[src/rtl/jk_bank_driver.sv]
// jk_bank_driver: drives a bank of WIDTH JK flip-flops via J/K/CLR and checks Q.
// Optional retry on check mismatch is enabled by defining JK_BANK_RETRY_EN.
module jk_bank_driver #(
    parameter int unsigned WIDTH  = 4,
    parameter int unsigned SETTLE = 2
) (
    input  logic             clk,
    input  logic             CLR_N,
    input  logic             req_valid,
    output logic             req_ready,
    input  logic [1:0]       req_op,
    input  logic [WIDTH-1:0] req_data,
    input  logic [WIDTH-1:0] q_fb,
    output logic [WIDTH-1:0] j_o,
    output logic [WIDTH-1:0] k_o,
    output logic             pre_o,
    output logic             clr_o,
    output logic             busy,
    output logic             done,
    output logic             err
);

    localparam int unsigned CW = (SETTLE > 1) ? $clog2(SETTLE) : 1;

    localparam logic [1:0] OP_LOAD  = 2'b00;
    localparam logic [1:0] OP_INC   = 2'b01;
    localparam logic [1:0] OP_DEC   = 2'b10;
    localparam logic [1:0] OP_CLEAR = 2'b11;

    typedef enum logic [1:0] {
        S_IDLE,
        S_DRIVE,
        S_SETTLE,
        S_CHECK
    } state_t;

    state_t           state;
    logic [WIDTH-1:0] exp_q;
    logic [CW-1:0]    cnt;
    logic [WIDTH-1:0] acc_exp_c;
    logic             mismatch_c;
`ifdef JK_BANK_RETRY_EN
    logic             retried;
`endif

    // The bank has no preset path in use.
    assign pre_o = 1'b0;

    // Target value for a newly accepted request, from the op and current Q.
    always_comb begin
        acc_exp_c = '0;
        case (req_op)
            OP_LOAD:  acc_exp_c = req_data;
            OP_INC:   acc_exp_c = q_fb + WIDTH'(1);
            OP_DEC:   acc_exp_c = q_fb - WIDTH'(1);
            OP_CLEAR: acc_exp_c = '0;
            default:  acc_exp_c = '0;
        endcase
    end

    // Final-check comparison of bank Q against the latched target.
    always_comb begin
        mismatch_c = (q_fb != exp_q);
    end

    // Control FSM with registered outputs; J/K are only non-zero in DRIVE.
    always_ff @(posedge clk) begin
        if (!CLR_N) begin
            state     <= S_IDLE;
            exp_q     <= '0;
            cnt       <= '0;
            j_o       <= '0;
            k_o       <= '0;
            clr_o     <= 1'b0;
            busy      <= 1'b0;
            done      <= 1'b0;
            err       <= 1'b0;
            req_ready <= 1'b0;
`ifdef JK_BANK_RETRY_EN
            retried   <= 1'b0;
`endif
        end else begin
            j_o   <= '0;
            k_o   <= '0;
            clr_o <= 1'b0;
            done  <= 1'b0;
            err   <= 1'b0;
            case (state)
                S_IDLE: begin
                    req_ready <= 1'b1;
                    busy      <= 1'b0;
                    if (req_valid && req_ready) begin
                        exp_q     <= acc_exp_c;
                        state     <= S_DRIVE;
                        busy      <= 1'b1;
                        req_ready <= 1'b0;
`ifdef JK_BANK_RETRY_EN
                        retried   <= 1'b0;
`endif
                        if (req_op == OP_CLEAR) begin
                            clr_o <= 1'b1;
                        end else begin
                            // Set bits that must rise, reset bits that must fall.
                            j_o <= ~q_fb & acc_exp_c;
                            k_o <= q_fb & ~acc_exp_c;
                        end
                    end
                end
                S_DRIVE: begin
                    state <= S_SETTLE;
                    cnt   <= CW'(SETTLE - 1);
                end
                S_SETTLE: begin
                    if (cnt == '0) begin
                        state <= S_CHECK;
                    end else begin
                        cnt <= cnt - CW'(1);
                    end
                end
                S_CHECK: begin
`ifdef JK_BANK_RETRY_EN
                    if (mismatch_c && !retried) begin
                        // One more attempt toward the same target from the current Q.
                        retried <= 1'b1;
                        state   <= S_DRIVE;
                        j_o     <= ~q_fb & exp_q;
                        k_o     <= q_fb & ~exp_q;
                    end else begin
                        state     <= S_IDLE;
                        busy      <= 1'b0;
                        req_ready <= 1'b1;
                        done      <= 1'b1;
                        err       <= mismatch_c;
                    end
`else
                    state     <= S_IDLE;
                    busy      <= 1'b0;
                    req_ready <= 1'b1;
                    done      <= 1'b1;
                    err       <= mismatch_c;
`endif
                end
                default: begin
                    state     <= S_IDLE;
                    busy      <= 1'b0;
                    req_ready <= 1'b1;
                end
            endcase
        end
    end

endmodule

[config.mk]
export PLATFORM = sky130hd
export DESIGN_NAME = jk_bank_driver
export DESIGN_NICKNAME = d
export VERILOG_FILES = /design/src/rtl/jk_bank_driver.sv
export SDC_FILE = /design/constraint.sdc
export NUM_CORES = 1
export LEC_CHECK = 0
export CORE_UTILIZATION = 59
export CTS_BUF_LIST = sky130_fd_sc_hd__clkbuf_4 sky130_fd_sc_hd__clkbuf_8 sky130_fd_sc_hd__clkbuf_16
export DETAILED_ROUTE_END_ITERATION = 10
export DONT_BUFFER_PORTS = 1
export GPL_TIMING_DRIVEN = 0
export HOLD_SLACK_MARGIN = 0.15
export PLACE_DENSITY = 0.75
export SYNTH_ARGS = -nofsm -noshare
export SYNTH_HDL_FRONTEND = slang
export SYNTH_SLANG_ARGS = --single-unit
[constraint.sdc]
create_clock -name clk -period 1.9 [get_ports clk]
set_input_delay 0.38 -clock clk [delete_from_list [all_inputs] [get_ports clk]]
set_output_delay 0.38 -clock clk [all_outputs]
set_load 0.005 [all_outputs]
==> flow_metrics.tcl <==
set metrics [dict create \
    synthCells 101 \
    met2_usage 0.338 \
    drv_cap 0 \
    final-setup-viol-count 0 \
    vias 750 \
    dp.cells 117 \
    dominantRegCellSynth "dfxtp_1" \
    wirelength_microns 1700 \
    die-height_microns 42.6 \
    rows 14 \
    syn_avg_cell_area_sq_um 9.61 \
    leakage_nw 0.462 \
    worstPathMaxFanout 7 \
    cts.sinks 20 \
    worst_setup_path_start_kind "input port" \
    synth_async_sr_flop_share 0 \
    ir_drop_mv 0.881 \
    fmax_mhz 636 \
    insertion_delay_ns 0.31 \
    cp_top_family "compound AO/OA/AOI/OAI gates" \
    grtUsageMet1 0.287 \
    netlist_area_sq_um 971 \
    ys_warn_count 0 \
    drc 0 \
    hold_viol 0 \
    post_cts_resized 0 \
    fin_util 0.700 \
    via_per_inst 6.00 \
    crit_start "req_op[0]" \
    maxSlewViolCount 0 \
    grt_most_used_layer "met2" \
    place.gp.congestion 0.811 \
    cts_tree "built" \
    r2r_end "req_ready" \
    clock_path_buffers 2 \
    clk_pin_slew_ns 0.11 \
    met3_usage 0.0862 \
    io_buffers 0 \
    crit_path_top_delay_cell "ha_1" \
    r2r_slack_ns 0.46 \
    hold_path.startpoint "CLR_N" \
    post_layout_nonfiller_instances 125 \
    dr.first_iter.drc_count 16 \
    start_util 0.637 \
    grt_max_degree 12 \
    synth-edff-count 0 \
    r2r_cells 5 \
    whs_ns 0.208 \
    min_path_type "in2reg" \
    p_per_area_mw_per_mm2 1070 \
    syn2layout_area_growth_pct 9.92 \
    worstPathArrival_ns 1.82 \
    path_buf_inv 1 \
    cp.required_ns 2.15 \
    grt_pass1_wl_microns 2980 \
    chipWidth_microns 42.6 \
    grt_pass1_vias 710 \
    drtPass1Iterations 4 \
    ant_nets 0 \
    yosysUniqueCellTypes 37 \
    min_period_ns 1.57 \
    worstHoldPathCells 1 \
    die-area_sq_mm 0.00181 \
    cp_cell_sequence "inv_1, ha_1, ha_1, a21oi_1, a21oi_1, o31a_1, nor3_2" \
    fin_crit_sh 0.828 \
    wire_per_inst_microns 13.6 \
    synth.net_count 123 \
    cts_inserted_buffers 3 \
    core_area_sq_mm 0.00152 \
    min_to "state[0]" \
    synth_seq_area_share 0.412 \
    root_buffer "clkbuf_4" \
    rsz0062_at_grt "no" \
    synth-seq-cells 20 \
    path_class "in2reg" \
    antenna_found_initial 0 \
    track_usage 0.225 \
    critPathMaxStageDelay_ns 0.32 \
    diodes 0 \
    fin_worst_skew_ns 0.0112 \
    outcome "completed" \
    cts_max_level 1 \
    grt_overflow_total 0 \
    drive_gt1_frac 0.138 \
    io_pins 27 \
    hpwlAfterDp_microns 1290 \
    r2r_start "state[0]" \
    critPathCaptureType "register" \
    totalPowerFinal_mw 1.14 \
    finalNetCount 132 \
]
## power by group
group	switching (mW)	internal [mW]	total, mW
combinational	0.189	0.161	0.351
sequential	0.0537	0.494	0.547
clock	0.130	0.117	0.247
total	0.373	0.772	1.14
## flip-flops by register name, summed over array words and instances, names as in the netlist
register   flops
done           1
k_o            4
req_ready      1
j_o            4
cnt            1
exp_q          4
err            1
clr_o          1
busy           1
state          2
## stage by stage
stage / setup slack, ns / cell area, sq um / setup TNS (ns)
global route: 0.186 / 1070 / 0
global placement: 0.0593 / 991 / 0
detailed placement: -0.00953 / 991 / -0.00953
finish: 0.327 / 1070 / 0
CTS: 0.337 / 1070 / 0
floorplan: 0.161 / 971 / 0
## final cells by class
| class | instances | area, sq um |
|---|---|---|
| buffer | 2 | 12.5 |
| clock buffer | 4 | 36.3 |
| fill | 125 | 457 |
| inverter | 7 | 26.3 |
| multi-input combinational | 72 | 532 |
| sequential | 20 | 400 |
| tap | 16 | 20.0 |
| timing repair buffer | 4 | 40.0 |
## placed cells by master, fill, tap and decap left out, types with 2 or more instances in the layout
master	synthesis	final
a211oi_1	3	3
a21oi_1	4	4
a22oi_1	2	2
and3_1	5	5
clkbuf_4	0	3
dfxtp_1	20	20
dlygate4sd3_1	0	4
ha_1	8	8
inv_1	6	6
nand2_1	6	6
nand3_1	2	2
nor2_1	8	8
nor2b_1	2	2
nor3_1	3	3
o211ai_1	2	2
o21ai_0	3	3
xor2_1	5	5
## routing by layer
layer / routed length, microns / vias up / part of all wire
met1: 798 / 350 / 0.47
met5: 0 / - / 0
met3: 100 / 4 / 0.059
met4: 22 / 0 / 0.013
met2: 782 / 25 / 0.46
li1: - / 371 / -
## cell families after synthesis
| family | after synthesis | share of synthesized area |
|---|---|---|
| AOI/OAI and AO/OA | 21 | 0.166 |
| xor gates and xnor gates | 5 | 0.0451 |
| adders and majority gates | 9 | 0.124 |
| buffers and inverters | 9 | 0.0399 |
| DFF | 20 | 0.412 |
| muxes | 1 | 0.0103 |
| other | 1 | 0.00386 |
| and+or+nand+nor | 35 | 0.198 |
## cell usage after synthesis, drive strengths merged, types with 2 or more instances
master  instances  area share
o21ai           4       0.021
nor2b           2       0.013
and3            6       0.040
xor2            5       0.045
inv             7       0.027
buf             2       0.013
a21oi           4       0.021
nor2            8       0.031
o211ai          2       0.015
a211oi          4       0.036
or3             2       0.018
ha              8        0.10
nor3            4       0.026
and2            2       0.015
dfxtp          20        0.41
nand2           6       0.023
nand3           2       0.010
a22oi           2       0.015
## repair_timing
action	4_1_cts	5_1_grt
setup buffers	0	0
endpoints found under the hold margin	4	0
endpoints found under the setup margin	0	0
hold buffers	4	0
## worst register-to-register path, delay by kind of cell, from the launching register on
| family | cells | cell delay (ns) |
|---|---|---|
| simple gates | 2 | 0.46 |
| flops | 1 | 0.37 |
| fa+ha+maj | 1 | 0.36 |
| compound gates | 1 | 0.09 |
| buf+inv | 1 | 0.07 |
## worst max-delay path by stage
stage | end | slack, ns | cells past startpoint
finish | j_o[3] | 0.33 | 7
global route | j_o[3] | 0.19 | 7
CTS | j_o[3] | 0.34 | 7
detailed placement | j_o[3] | -0.01 | 7
global placement | j_o[3] | 0.06 | 7
floorplan | j_o[3] | 0.16 | 7
No activity file was read; power rests on OpenSTA's default activity.
